--- src/rtl/instr_enc_pkg.sv ---
// Shared opcode constants, format classification and request layout for instr_encoder.
package instr_enc_pkg;

  localparam logic [6:0] OP_LOAD   = 7'b0000011;
  localparam logic [6:0] OP_STORE  = 7'b0100011;
  localparam logic [6:0] OP_BRANCH = 7'b1100011;
  localparam logic [6:0] OP_IMM    = 7'b0010011;
  localparam logic [6:0] OP_AUIPC  = 7'b0010111;
  localparam logic [6:0] OP_LUI    = 7'b0110111;
  localparam logic [6:0] OP_JALR   = 7'b1100111;
  localparam logic [6:0] OP_JAL    = 7'b1101111;
  localparam logic [6:0] OP_REG    = 7'b0110011;

  localparam logic [31:0] NOP_INSTR = 32'h0000_0013;

  typedef enum logic [2:0] {FMT_I, FMT_S, FMT_B, FMT_U, FMT_J, FMT_R, FMT_BAD} fmt_e;

  typedef struct packed {
    logic [6:0]  opcode;
    logic [4:0]  rd;
    logic [4:0]  rs1;
    logic [4:0]  rs2;
    logic [2:0]  funct3;
    logic [6:0]  funct7;
    logic [31:0] imm;
  } req_t;

  function automatic fmt_e fmt_of(input logic [6:0] op);
    fmt_e f;
    case (op)
      OP_LOAD, OP_IMM, OP_JALR: f = FMT_I;
      OP_STORE:                 f = FMT_S;
      OP_BRANCH:                f = FMT_B;
      OP_AUIPC, OP_LUI:         f = FMT_U;
      OP_JAL:                   f = FMT_J;
      OP_REG:                   f = FMT_R;
      default:                  f = FMT_BAD;
    endcase
    return f;
  endfunction

endpackage

--- src/rtl/instr_encoder_imm_pack.sv ---
// Combinational field packer: request fields -> RV32I instruction word and range error.
// Range checking is built only when IMM_RANGE_CHECK_EN is defined.
module imm_pack
  import instr_enc_pkg::*;
(
  input  req_t        req,
  output logic [31:0] instr,
  output logic        err
);

  fmt_e fmt;
  assign fmt = fmt_of(req.opcode);

  always_comb begin
    instr = NOP_INSTR;
    case (fmt)
      FMT_I: instr = {req.imm[11:0], req.rs1, req.funct3, req.rd, req.opcode};
      FMT_S: instr = {req.imm[11:5], req.rs2, req.rs1, req.funct3, req.imm[4:0], req.opcode};
      FMT_B: instr = {req.imm[12], req.imm[10:5], req.rs2, req.rs1, req.funct3,
                      req.imm[4:1], req.imm[11], req.opcode};
      FMT_U: instr = {req.imm[31:12], req.rd, req.opcode};
      FMT_J: instr = {req.imm[20], req.imm[10:1], req.imm[11], req.imm[19:12], req.rd, req.opcode};
      FMT_R: instr = {req.funct7, req.rs2, req.rs1, req.funct3, req.rd, req.opcode};
      default: instr = NOP_INSTR;
    endcase
  end

`ifdef IMM_RANGE_CHECK_EN
  // An immediate fits when every bit above the encodable field equals its sign bit.
  logic uni_is, uni_b, uni_j;
  assign uni_is = (&req.imm[31:11]) | ~(|req.imm[31:11]);
  assign uni_b  = (&req.imm[31:12]) | ~(|req.imm[31:12]);
  assign uni_j  = (&req.imm[31:20]) | ~(|req.imm[31:20]);

  always_comb begin
    err = 1'b0;
    case (fmt)
      FMT_I, FMT_S: err = ~uni_is;
      FMT_B:        err = ~uni_b | req.imm[0];
      FMT_J:        err = ~uni_j | req.imm[0];
      FMT_U:        err = |req.imm[11:0];
      FMT_R:        err = 1'b0;
      default:      err = 1'b1;
    endcase
  end
`else
  assign err = 1'b0;
`endif

endmodule

--- src/rtl/instr_encoder.sv ---
// Two-stage valid/ready RV32I instruction encoder with flush and output handshake counter.
// Optional immediate range checking via IMM_RANGE_CHECK_EN (see imm_pack).
module instr_encoder
  import instr_enc_pkg::*;
#(
  parameter int unsigned CNT_W = 16
) (
  input  logic             clk,
  input  logic             rst_n,
  input  logic             flush,
  input  logic             in_valid,
  output logic             in_ready,
  input  logic [6:0]       in_opcode,
  input  logic [4:0]       in_rd,
  input  logic [4:0]       in_rs1,
  input  logic [4:0]       in_rs2,
  input  logic [2:0]       in_funct3,
  input  logic [6:0]       in_funct7,
  input  logic [31:0]      in_imm,
  output logic             out_valid,
  input  logic             out_ready,
  output logic [31:0]      out_instr,
  output logic             out_err,
  output logic [CNT_W-1:0] out_count
);

  logic             rdy_q;
  logic             s1_valid, s2_valid;
  req_t             in_req, s1_req;
  logic [31:0]      s2_instr, enc_instr;
  logic             s2_err, enc_err;
  logic [CNT_W-1:0] count_q;
  logic             adv1, adv2, in_fire, out_fire;

  assign in_req = '{opcode: in_opcode, rd: in_rd, rs1: in_rs1, rs2: in_rs2,
                    funct3: in_funct3, funct7: in_funct7, imm: in_imm};

  assign adv2     = ~s2_valid | out_ready;
  assign adv1     = ~s1_valid | adv2;
  // rdy_q keeps in_ready low until the first edge after reset release.
  assign in_ready = adv1 & ~flush & rdy_q;
  assign in_fire  = in_valid & in_ready;
  assign out_fire = s2_valid & out_ready;

  imm_pack u_pack (
    .req   (s1_req),
    .instr (enc_instr),
    .err   (enc_err)
  );

  always_ff @(posedge clk or negedge rst_n) begin
    if (!rst_n) begin
      rdy_q    <= 1'b0;
      s1_valid <= 1'b0;
      s1_req   <= '0;
      s2_valid <= 1'b0;
      s2_instr <= '0;
      s2_err   <= 1'b0;
    end else begin
      rdy_q <= 1'b1;
      if (flush) begin
        s1_valid <= 1'b0;
        s2_valid <= 1'b0;
      end else begin
        if (adv2) begin
          s2_valid <= s1_valid;
          if (s1_valid) begin
            s2_instr <= enc_instr;
            s2_err   <= enc_err;
          end
        end
        if (adv1) s1_valid <= in_fire;
        if (in_fire) s1_req <= in_req;
      end
    end
  end

  // Handshakes completing in a flush cycle still count.
  always_ff @(posedge clk or negedge rst_n) begin
    if (!rst_n)        count_q <= '0;
    else if (out_fire) count_q <= count_q + CNT_W'(1);
  end

  assign out_valid = s2_valid;
  assign out_instr = s2_instr;
  assign out_err   = s2_err;
  assign out_count = count_q;

endmodule

--- config.mk ---
export PLATFORM = sky130hd
export DESIGN_NAME = instr_encoder
export DESIGN_NICKNAME = d
export VERILOG_FILES = /design/src/rtl/instr_enc_pkg.sv /design/src/rtl/instr_encoder_imm_pack.sv /design/src/rtl/instr_encoder.sv
export SDC_FILE = /design/constraint.sdc
export NUM_CORES = 1
export LEC_CHECK = 0
export ABC_AREA = 1
export CAP_MARGIN = 10
export CELL_PAD_IN_SITES_DETAIL_PLACEMENT = 1
export CELL_PAD_IN_SITES_GLOBAL_PLACEMENT = 1
export CORE_MARGIN = 4
export CORE_UTILIZATION = 34
export CTS_CLUSTER_DIAMETER = 150
export DETAILED_ROUTE_END_ITERATION = 7
export PLACE_DENSITY_LB_ADDON = 0.1
export SLEW_MARGIN = 20
export SYNTH_ARGS = -nofsm -noshare
export SYNTH_HDL_FRONTEND = slang
export SYNTH_HIERARCHICAL = 1
export SYNTH_SLANG_ARGS = --single-unit
--- constraint.sdc ---
create_clock -name clk -period 2.2 [get_ports clk]
set_input_delay 0.22 -clock clk [delete_from_list [all_inputs] [get_ports clk]]
set_output_delay 0.22 -clock clk [all_outputs]
set_load 0.02 [all_outputs]
; ---- Word-level counts from Yosys, hierarchy flattened
; Index checks and enable logic that the tools add are counted.
[totals]
regBits = 115
in_bits = 69
[op_classes]
add_sub_neg = 1
eq_ne = 14
muxes = 6
bitwise = 9
n_reduce_logical = 7
[op_table]
columns = op, n
row1 = 32-bit case mux with 6 select lines, 1
row2 = "7-bit by 6-bit equality test with 1-bit output, second input constant", 3
row3 = "7-bit equality test, second input constant", 3
row4 = 3-bit case mux with 6 select lines, 1
row5 = "16-bit by 1-bit adder with 16-bit output, second input constant", 1
row6 = "7-bit by 5-bit equality test with 1-bit output, second input constant", 2
row7 = "7-bit by 2-bit equality test with 1-bit output, second input constant", 1
row8 = "3-bit by 2-bit equality test with 1-bit output, second input constant", 2
row9 = "3-bit equality test, second input constant", 2
row10 = 1-bit AND, 4
row11 = 1-bit 2-to-1 mux, 4
row12 = 2-bit nonzero test, 2
row13 = "3-bit by 1-bit equality test with 1-bit output, second input constant", 1
row14 = 3-bit logical NOT, 1
row15 = 1-bit inverter, 3
row16 = 3-bit AND reduction, 1
row17 = 3-bit OR reduction, 1
row18 = 1-bit OR, 2
row19 = 2-bit AND reduction, 1
row20 = 2-bit OR reduction, 1

; ---- Logic depth before layout (Yosys ltp)
[depth]
word_depth = 8
depth_mapped = 15

; ---- Cells and area by module
; The synthesis kept the hierarchy.
[by_module_without_submodules]
columns = mod, n_inst, cells_each, area_each_um2
row1 = instr_encoder, 1, 537, 4818.4
row2 = imm_pack, 1, 178, 953.4

; ---- Worst setup path before layout
; OpenSTA, ideal clock, no wires.
[synth_timing]
path_kind = register to register
startpoint = register s1_req[59] in the netlist's numbering
endpoint = register s2_instr[13], in the netlist out_instr[13]
setup_ps = 66
arrival_ps = 1985
required_ps = 2134
setup_slack_ps = 149
stages_incl_launch_ff = 15
path_buffers = 0
synth_period_minus_slack_ps = 2051
path_cell_list = dfrtp_1 nor2_2 nand2_4 nor2_2 nor2_4 ha_1 nand3_2 nand2_2 nor2_8 nand2_4 nand2_4 nand2_1 a21oi_2 nand3_1 nand2_1
[synth_between]
elab_chain_cells = 5
[synth_rtl]
columns = element, line
row1 = from (decl), instr_encoder.sv:29  ; req_t in_req, s1_req;
row2 = from (signal assigned), instr_encoder.sv:73  ; if (in_fire) s1_req <= in_req;
row3 = 7-bit by 2-bit equality test with 1-bit output (tied with other cells), instr_enc_pkg.sv:30  ; case (op)
row4 = 3-bit OR reduction or 2-bit OR reduction (tied branches), instr_enc_pkg.sv:30
row5 = 3-bit case mux with 6 select lines *, instr_enc_pkg.sv:30
row6 = 3-bit equality test (tied with other cells), instr_encoder_imm_pack.sv:16  ; case (fmt)
row7 = 32-bit case mux with 6 select lines *, instr_encoder_imm_pack.sv:16
row8 = net enc_instr[13], instr_encoder.sv:30  ; logic [31:0] s2_instr, enc_instr;
row9 = to (signal assigned), instr_encoder.sv:68  ; s2_instr <= enc_instr;
row10 = to (decl), instr_encoder.sv:30
; Mark *: on every way through the listed nets, which the timed path passes. The rest lies on a longest branch.
; A chain may end at the register's enable or synchronous reset.

; ---- Final worst setup path
[layout_timing]
startpoint = register s1_req[58] in the netlist's numbering
endpoint = register s2_instr[20], in the netlist out_instr[20]
; Same word-level chain as after synthesis.

==> results.json <==
{
  "core_area_um2": 16600,
  "dp_hpwl_um": 12800,
  "htreeDepth": 4,
  "p_leak_nw": 3.88,
  "clk_path_buf_depth": 2,
  "maxSlewViolCount": 0,
  "ys_ff_latch": 116,
  "path_class": "reg -> reg",
  "grt.total_usage": 0.191,
  "drtIter0Drc": 321,
  "wirelength_um": 17700,
  "critical_path.slowest_cell": "dfrtp_2",
  "finalClockSkew_ns": 0.00709,
  "setup_viol": 0,
  "worstPathCellList": "nand2_1 > inv_2 > nand2_4 > nor2_4 > nor2_4 > ha_4 > nand3_4 > nand3_1 > nand3_1 > nand2_1 > inv_1 > nor2_1 > nor2_1 > nand3_1 > nand2_1",
  "first_pass_iters": 5,
  "grt_max_degree": 66,
  "cp.arrival_ns": 2.48,
  "grt_pass1_vias": 5692,
  "vias_per_cell": 4.86,
  "cp-end-kind": "register",
  "dr_total_vias": 5271,
  "route.detailed.drc": 0,
  "dieArea_um2": 19100,
  "nets": 924,
  "power_switching_share": 0.265,
  "r2r_end": "out_instr[20]",
  "die_y_um": 138,
  "avgRoutedWirePerCell_um": 16.3,
  "synthesis.nets": 786,
  "final.period_utilization": 0.989,
  "rr_worst_depth": 15,
  "synthesis.area_um2": 5770,
  "avgSynthCellArea_um2": 8.07,
  "yosysSeqAreaShare": 0.503,
  "post-route-min-period_ns": 2.17,
  "syn_inst": 715,
  "ios": 120,
  "synthDistinctLibCells": 32,
  "cts.sinks": 116,
  "critPathLaunchType": "register",
  "critical_path.max_fanout": 6,
  "hold_viol": 0,
  "final_cell_mix": "284 x nand2_1, 116 x clkdlybuf4s50_1, 111 x nand3_1, 111 x dfrtp_1, 32 x inv_1",
  "cap_violations": 0,
  "portBuffers": 119,
  "clkPwrFrac": 0.445,
  "gp_congestion": 0.845,
  "rrSetupSlack_ns": 0.03,
  "cts_buffers": 17,
  "rsz0062_at_grt": "true",
  "antenna_found_initial": 0,
  "grt-ovfl-total": 0,
  "ys.flop_type": "dfrtp_1",
  "initial_utilization": 0.348,
  "layout_commonest_cell": "nand2_1",
  "grt_pass1_wl_um": 29800,
  "power_density_nw_per_um2": 800,
  "fp.dieW_um": 138,
  "drive_above_1_share": 0.155,
  "power_w": 0.00647,
  "ir_drop_v": 0.000565,
  "hold_slack_ns": 0.218,
  "status": "complete, no violations",
  "row_count": 47,
  "r2r-start": "s1_req[58]",
  "max_freq_mhz": 460,
  "postSynth.asyncResetShare": 1.00,
  "worstSkewPairLatency_ns": 0.42,
  "min_path_type": "in -> async",
  "synth_edf_count": 0,
  "critical_path.top_delay_family": "simple AND/OR/NAND/NOR gates",
  "seqPwrFrac": 0.402,
  "fillers": 1989,
  "p_int_w": 0.00476,
  "worstSetupStartpoint": "s1_req[58]",
  "p_comb_frac": 0.153,
  "critPathRequiredTime_ns": 2.51,
  "yosys_warnings": 6,
  "antenna-diode-count": 0,
  "p_sw_w": 0.00171,
  "max_stage_delay_ns": 0.43,
  "synthToLayoutAreaGrowth_pct": 40.1,
  "crit_buf_inv": 2,
  "clkTransAtPathRegs_ns": 0.05,
  "clock-root-buffer": "clkbuf_16",
  "ant_nets": 0,
  "cts_tree": "done"
}
[worst max-delay path by stage]
stage	to	slack, ns	depth (start not counted)
3_3_place_gp	out_instr[7]	-0.12	13
5_1_grt	out_instr[20]	-0.14	15
4_1_cts	out_instr[7]	0.001	13
3_5_place_dp	out_instr[7]	-0.16	13
6_report	out_instr[20]	0.03	15
2_1_floorplan	out_instr[13]	0.15	14
[power by group through the flow]
stage                     sequential, W  clock [W]  combinational (W)
after floorplan                 0.00262          0           0.000437
after global placement          0.00261          0           0.000887
after detailed placement        0.00262          0           0.000919
after CTS                       0.00259    0.00294           0.000978
after global routing            0.00264    0.00305            0.00110
final                           0.00260    0.00288           0.000988
[synth_stat cells, types with 4 or more instances]
cell type	number	area, um2
xnor2_1	4	35.0
nor2_4	4	45.0
inv_2	7	26.3
a31oi_1	5	31.3
nand2_1	290	1090
nand3_2	6	60.1
nor2_1	26	97.6
nand3_1	111	556
dfrtp_1	116	2900
buf_6	14	158
buf_1	5	18.8
nand4_1	14	87.6
o21ai_0	7	35.0
inv_1	36	135
nor2_2	5	31.3
a21oi_1	10	50.1
clkbuf_1	6	22.5
a21oi_2	10	87.6
xor2_1	5	43.8
buf_2	9	45.0
nand2_2	5	31.3
[stage by stage]
step	cells	setup TNS [ns]	area, um2	worst slack [ns]	utilization
2_1_floorplan	715	0	5770	0.149	-
3_3_place_gp	1040	-0.292	7220	-0.122	0.436
3_5_place_dp	1040	-1.19	7220	-0.158	0.436
4_1_cts	1080	0	7970	0.00120	0.481
5_1_grt	1085	-1.81	8080	-0.143	0.487
6_report	1085	0	8080	0.0250	0.487
[state kept, by name, indices dropped and copies added (netlist names)]
signal	flops
s1_req	64
rdy_q	1
out_err	1
s1_valid	1
out_valid	1
out_instr	32
out_count	16
[layer usage]
layer  routed length [um]  share of wire  GRT usage
met1                 8500           0.48      0.264
met2                 8240           0.47      0.299
met3                  701          0.040     0.0442
met4                  263          0.015     0.0624
met5                    0              0          0
[cells by family (layout without fill, tap and decap cells)]
kind of cell,after synthesis,in the layout,share of synthesized area
adders and majority gates,2,2,0.00433
AOI/OAI and AO/OA,35,35,0.0386
DFF,116,116,0.503
and+or+nand+nor,473,473,0.368
xor gates and xnor gates,9,9,0.0137
other,2,2,0.00130
buffers and inverters,78,228,0.0715
[layout make-up]
type / count / area (um2) / share of cell area
timing repair buffer: 154 / 1540 / 0.191
inverter: 43 / 164 / 0.0203
multi-input combinational: 521 / 2580 / 0.319
clock inverter: 11 / 158 / 0.0195
clock buffer: 20 / 457 / 0.0565
tap: 220 / 275 / 0.0341
sequential: 116 / 2910 / 0.360
[what timing repair did]
| action | in CTS | in global routing |
|---|---|---|
| gates resized for setup | 18 | 24 |
| hold endpoints to repair | 17 | 0 |
| pin swaps | 4 | 14 |
| setup endpoints to repair | 21 | 26 |
| hold buffers | 1 | 0 |
| buffers inserted | 8 | 5 |
(Power assumes the default switching activity.)
